==> src/rtl/latch_bank_arbiter.sv <==
// latch_bank_arbiter
// Round-robin arbiter in front of a shared transparent latch bank. It captures
// one requester's word, sequences the latch enable with setup and hold cycles
// around the transparent window, then offers the latched word to a consumer
// through a valid/ready handshake.
module latch_bank_arbiter #(
    parameter int WIDTH       = 28,
    parameter int OPEN_CYCLES = 1
) (
    input  logic             clk,
    input  logic             rst,
    input  logic             req0_valid,
    input  logic [WIDTH-1:0] req0_data,
    output logic             req0_ready,
    input  logic             req1_valid,
    input  logic [WIDTH-1:0] req1_data,
    output logic             req1_ready,
    output logic             latch_en,
    output logic [WIDTH-1:0] latch_din,
    input  logic [WIDTH-1:0] latch_q,
    output logic             out_valid,
    output logic [WIDTH-1:0] out_data,
    output logic             out_src,
    input  logic             out_ready,
    output logic             busy
);

    typedef enum logic [2:0] {
        IDLE  = 3'd0,
        SETUP = 3'd1,
        OPEN  = 3'd2,
        HOLD  = 3'd3,
        FULL  = 3'd4
    } state_t;

    // Counter preload: OPEN is entered with OPEN_CYCLES-1 and left at zero.
    localparam logic [3:0] OPEN_LOAD = 4'(OPEN_CYCLES - 1);

    state_t     state;
    logic       last_grant;
    logic [3:0] counter;
    logic       grant_any;
    logic       grant;
    logic       accept;

    // Round-robin grant: a lone requester wins, a tie goes to the one not served last.
    always_comb begin
        // NOTE: every always_comb output gets a default first so no latch is inferred.
        grant_any = req0_valid | req1_valid;
        grant     = 1'b0;
        if (req0_valid && req1_valid) begin
            grant = ~last_grant;
        end else if (req1_valid) begin
            grant = 1'b1;
        end
    end

    // A word is taken only in IDLE, and never in a cycle where reset is asserted.
    assign accept     = (state == IDLE) && grant_any && !rst;
    assign req0_ready = accept && !grant;
    assign req1_ready = accept && grant;
    assign busy       = (state != IDLE);
    assign out_data   = latch_q;

    // Capture sequencer: IDLE -> SETUP -> OPEN (OPEN_CYCLES) -> HOLD -> FULL -> IDLE.
    always_ff @(posedge clk) begin
        // NOTE: all sequential state uses non-blocking assignments so every
        // register samples pre-edge values regardless of statement order.
        if (rst) begin
            state      <= IDLE;
            latch_en   <= 1'b0;
            latch_din  <= '0;
            out_valid  <= 1'b0;
            out_src    <= 1'b0;
            last_grant <= 1'b1;
            counter    <= 4'd0;
        end else begin
            case (state)
                IDLE: begin
                    if (grant_any) begin
                        latch_din  <= grant ? req1_data : req0_data;
                        out_src    <= grant;
                        last_grant <= grant;
                        state      <= SETUP;
                    end
                end
                SETUP: begin
                    // latch_din has been stable for a full cycle; open the bank.
                    state    <= OPEN;
                    counter  <= OPEN_LOAD;
                    latch_en <= 1'b1;
                end
                OPEN: begin
                    if (counter == 4'd0) begin
                        state    <= HOLD;
                        latch_en <= 1'b0;
                    end else begin
                        counter <= counter - 4'd1;
                    end
                end
                HOLD: begin
                    // Bank closed; latch_din is held one more cycle for hold time.
                    state     <= FULL;
                    out_valid <= 1'b1;
                end
                FULL: begin
                    if (out_ready) begin
                        state     <= IDLE;
                        out_valid <= 1'b0;
                    end
                end
                default: begin
                    state    <= IDLE;
                    latch_en <= 1'b0;
                end
            endcase
        end
    end

endmodule

==> config.mk <==
export PLATFORM = sky130hd
export DESIGN_NAME = latch_bank_arbiter
export DESIGN_NICKNAME = d
export VERILOG_FILES = /design/src/rtl/latch_bank_arbiter.sv
export SDC_FILE = /design/constraint.sdc
export NUM_CORES = 1
export LEC_CHECK = 0
export CORE_UTILIZATION = 37
export DETAILED_ROUTE_END_ITERATION = 16
export PLACE_DENSITY = 0.85
export SLEW_MARGIN = 5
export SYNTH_ARGS = -nofsm -noshare
export SYNTH_HDL_FRONTEND = slang
export SYNTH_SLANG_ARGS = --single-unit
export TNS_END_PERCENT = 5
==> constraint.sdc <==
create_clock -name clk -period 2.9 [get_ports clk]
set_clock_uncertainty 0.15 [all_clocks]
set_input_delay 0.58 -clock clk [delete_from_list [all_inputs] [get_ports clk]]
set_output_delay 0.58 -clock clk [all_outputs]
set_load 0.05 [all_outputs]
After elaboration in Yosys (flattened, before gate mapping)

Cells that the tools add are included.

Bits of input ports: 89
Output and inout bits: 62
Register bits after elaboration: 39

Eq/ne operators: 8
Bitwise gates (word level): 3
Multiplexer cells: 13
Reductions and logical operators: 18
$add $sub $neg: 1

Operators by type and width:

| operator                                            | count |
|---|---|
| two-way mux 28 bit                                  | 1 |
| case mux 3 bit (5 select lines)                     | 1 |
| two-way mux 3 bit                                   | 3 |
| != test 2 bit, second input constant                | 4 |
| case mux 4 bit (2 select lines)                     | 1 |
| AND reduction 2 bit                                 | 4 |
| equality test 3 x 2 -> 1 bit, second input constant | 2 |
| logical AND 1 bit                                   | 5 |
| logical NOT 4 bit                                   | 1 |
| two-way mux 1 bit                                   | 4 |
| two-way mux 4 bit                                   | 1 |
| nonzero test 2 bit                                  | 2 |
| subtractor 4 x 1 -> 4 bit, second input constant    | 1 |
| equality test 3 x 1 -> 1 bit, second input constant | 1 |
| equality test 3 bit, second input constant          | 1 |
| logical NOT 3 bit                                   | 1 |
| case mux 1 bit (3 select lines)                     | 1 |
| AND reduction 3 bit                                 | 1 |
| nonzero test 3 bit                                  | 1 |
| OR reduction 3 bit                                  | 1 |
| logical NOT 1 bit                                   | 2 |
| inverter 1 bit                                      | 2 |
| case mux 1 bit (2 select lines)                     | 1 |
| OR 1 bit                                            | 1 |

Longest topological paths before layout

Depth after elaboration: 4
Gate-level depth with buffers: 6

Worst setup path before layout

Ideal clock, no wire load.

Path kind: reg2out
Start point: register state[1]
End point: output req0_ready
Stages on the path, launching flop included: 5
Path buffers: 1
Path slack: -0.379 ns
Arrival: 2.549 ns
Cells stage by stage: dfxtp_1 clkbuf_8 nor3_4 inv_1 nor4_1

Longest elaborated chain between the ends: 4

RTL lines:

| what                            | RTL line | source |
|---|---|---|
| from (decl)                     | 39       | `state_t state;` |
| from (signal assigned)          | 70       | `state <= IDLE;` |
| from (signal assigned)          | 84       | `state <= SETUP;` |
| from (signal assigned)          | 89       | `state <= OPEN;` |
| logical NOT 3 bit               | 59       | `assign accept = (state == IDLE) && grant_any && !rst;` |
| logical AND 1 bit (2 in series) | 59       |  |
| logical AND 1 bit               | 60       | `assign req0_ready = accept && !grant;` |
| to (decl)                       | 14       | `output logic req0_ready,` |

Every way passes these cells.

Worst setup path after layout

Start point: input req1_valid
End point: output req1_ready

Longest elaborated chain between the ends: 4
Elaborated cells between the ends (all ways): 7
Those cells by class: 2 x mux; 1 x bitwise; 4 x reduce/logical

RTL lines:

| what                            | RTL line | source |
|---|---|---|
| from (decl)                     | 15       | `input logic req1_valid,` |
| OR 1 bit                        | 49       | `grant_any = req0_valid \| req1_valid;` |
| logical AND 1 bit (2 in series) | 59       |  |
| logical AND 1 bit (*)           | 61       | `assign req1_ready = accept && grant;` |
| to (decl)                       | 17       | `output logic req1_ready,` |

Mark *: on every way between the ends. The rest lies on a longest branch, timed or not.

==> reports/qor.csv <==
metric;value;unit
Syn Area/Cell;9.331;sq um
depth of the most critical reg-to-reg path;4;
detailed-route wire length per cell;14.05;microns
number of instances in the synthesized netlist;225;
transition at the pin with the smallest max-transition slack;0.6396;ns
fraction of registers with async set or reset after synthesis;0;
Cell Area, Synth;2100;sq um
number of inserted diodes;0;
Vias;1860;
CTS Root Cell;sky130_fd_sc_hd__clkbuf_8;
Max Freq;0.3879;GHz
I/O pin count;151;
number of design rule violations left after detail routing;0;
number of synthesized flops with an enable pin;0;
CTS H-Tree Depth;2;
crit path max-delay cell type;sky130_fd_sc_hd__clkdlybuf4s50_1;
remaining max-slew budget at the tightest pin;0.5726;
cell count along the critical path;5;
setup slack after placement;0.3238;ns
Pre-Repair DR Iteration Count;4;
count of hold buffers inserted by post-cts repair;0;
later-pin clock latency in the skew report;0.29;ns
Row Count;27;
Total Die Area;5980;sq um
input/output buffers;94;
portion of synthesized cell area occupied by the leading cell type;0.3719;
maximum VDD drop;322.1;uV
Cell variety after synth;41;
synthesis-to-finish area growth;40.94;%
largest buffer count on any clock path;2;
die span in x;77.33;microns
detailed-placement wirelength estimate;3491;microns
initial standard-cell utilization of the core;0.3836;
detailed-route vias per instance;5.225;
Placer Congestion;0.7355;
post-CTS sizing;0;
count of pins over their slew limit;0;
reported max-cap violation count;0;
maximum number of pins on one net before global-route repair;39;
number of cells on the worst hold path;2;
list of most frequent post-synthesis cells;sky130_fd_sc_hd__dfxtp_1, sky130_fd_sc_hd__a21oi_1, sky130_fd_sc_hd__a211oi_1, sky130_fd_sc_hd__mux2i_1, sky130_fd_sc_hd__buf_4;
sequence of cells on the critical path;clkdlybuf4s50_1 > a21boi_4 > nand2_1 > nor2_1 > buf_4;
sum of buffers and inverters on the critical path;2;
number of nets at the end of the flow;373;
class of the tightest hold or removal check;reg -> reg;
family with the most delay on the worst path;buffers and inverters;
maximum fanout along the worst path;7;
initial antenna violation count;0;
core box area;5473;sq um
sum of routed wire length over all layers;5002;microns
total overflow reported by the global router;0;
crit path kind;in -> out;
vias in the first global route;1811;
fillers;509;
sequential area share after synthesis;0.3719;
worst path arrival time;1.85;ns
CP max stage delay;0.51;ns
count leader, synth;sky130_fd_sc_hd__dfxtp_1;
total routing usage reported by global routing;0.1680;
clock buffer count from CTS;5;
Setup WS post-layout;0.3220;ns
fin crit period;2.578;ns
top area cells in the synthesized netlist;sky130_fd_sc_hd__dfxtp_1, sky130_fd_sc_hd__mux2i_1, sky130_fd_sc_hd__a211oi_1, sky130_fd_sc_hd__buf_4, sky130_fd_sc_hd__a21oi_1;
Critical Path Source Type;primary input;
clock-pin slew reported for the worst setup and hold paths after clock tree synthesis;0.08;ns
number of routed nets with antenna violations;0;
number of post-CTS setup repair buffers;0;
endpoint required time on the critical path;2.17;ns
TritonCTS clock tree;yes;
main flop type after synthesis;sky130_fd_sc_hd__dfxtp_1;
final core area utilization;0.5407;
Fin. Hold Viols;0;
outcome;finished, final reports clean;
DRC violation total after the first TritonRoute iteration;87;
endpoint class of the critical path;output pin;
height of the die;77.33;microns
synthesis-stage register bit count;39;
wire length of the first global-routing pass;8045;microns
power density cells;724.6;nW/um^2
Tcrit/Tclk final;0.8890;
proportion of layout cells with a drive suffix above 1;0.09155;
Yosys top cell by area;sky130_fd_sc_hd__dfxtp_1;
Synth warnings;0;
summed negative setup slack over all endpoints;0;ns
Final setup viols;0;
clk sink count;39;
number of nets in the synthesized netlist;315;
static leakage;1.066;nW
setup repair after global routing missed its margin;false;
## final cells by class
cell class,instances,area (sq um),area share
clock buffers,5,68.82,0.02326
clock inverters,3,20.02,0.006765
inverters,6,22.52,0.007611
multi-input cells,134,1008,0.3408
flip-flops and latches,39,780.7,0.2638
well taps,72,90.09,0.03044
repair buffers,97,968.4,0.3273
## per-layer routing
metal | wire length, microns | GRT usage | up-vias
li1 | - | - | 913
met1 | 2051 | 0.1789 | 881
met2 | 2628 | 0.3177 | 55
met3 | 253 | 0.04353 | 11
met4 | 68 | 0.05472 | 0
met5 | 0 | 0 | -
## state kept, by name, indices dropped and copies added (netlist names)
register,count
latch_din,28
counter,4
state,3
last_grant,1
latch_en,1
out_src,1
out_valid,1
## metrics by stage
stage,cells,power [mW],area (sq um),hold slack [ns]
detailed placement,348,1.798,2870,0.3331
global route,356,2.261,2959,0.3809
global placement,348,1.778,2870,0.3306
CTS,356,2.168,2959,0.3483
finish,356,2.144,2959,0.3580
floorplan,225,1.555,2106,0.3265
## layout by cell type (no fill, tap or decap), types with 2 or more instances in the layout
cell type	instances
sky130_fd_sc_hd__nand2_1	3
sky130_fd_sc_hd__mux2i_1	29
sky130_fd_sc_hd__clkbuf_8	5
sky130_fd_sc_hd__inv_1	6
sky130_fd_sc_hd__or4_1	2
sky130_fd_sc_hd__clkinvlp_4	2
sky130_fd_sc_hd__nor2_1	5
sky130_fd_sc_hd__a211oi_1	29
sky130_fd_sc_hd__nor4_1	2
sky130_fd_sc_hd__o21ai_0	3
sky130_fd_sc_hd__or4_2	2
sky130_fd_sc_hd__clkdlybuf4s50_1	91
sky130_fd_sc_hd__a21oi_1	32
sky130_fd_sc_hd__dfxtp_1	39
sky130_fd_sc_hd__a31oi_1	2
sky130_fd_sc_hd__buf_4	5
## logic make-up (layout without fill, tap and decap cells)
group | count (synthesis) | in the layout | synth area share
XOR/XNOR | 1 | 1 | 0.007749
AO/OA/AOI/OAI | 74 | 74 | 0.2265
AND/OR/NAND/NOR | 29 | 29 | 0.09357
buffers and inverters | 52 | 111 | 0.1561
multiplexers | 29 | 29 | 0.1383
flip-flops | 39 | 39 | 0.3719
adder cells (fa/ha/maj) | 1 | 1 | 0.005959
## power breakdown
| part | switching (mW) | internal (mW) |
|---|---|---|
| clock network | 0.197 | 0.167 |
| logic | 0.639 | 0.408 |
| registers | 0.0867 | 0.646 |
| total | 0.923 | 1.22 |
## worst register-to-register path: stages, from the launching register on
cell	delay, ns
sky130_fd_sc_hd__dfxtp_1	0.47
sky130_fd_sc_hd__nor3_4	0.24
sky130_fd_sc_hd__inv_1	0.13
sky130_fd_sc_hd__nor2_4	0.54
sky130_fd_sc_hd__a211oi_1	0.19
## final timing paths
check                       end  slack, ns        from
setup / recovery     req1_ready       0.32  req1_valid
hold / removal        out_valid       0.36   out_valid
setup reg to reg  latch_din[19]       1.03    state[1]
hold reg to reg       out_valid       0.36   out_valid
Note: power is estimated with default switching activity, not from simulation.
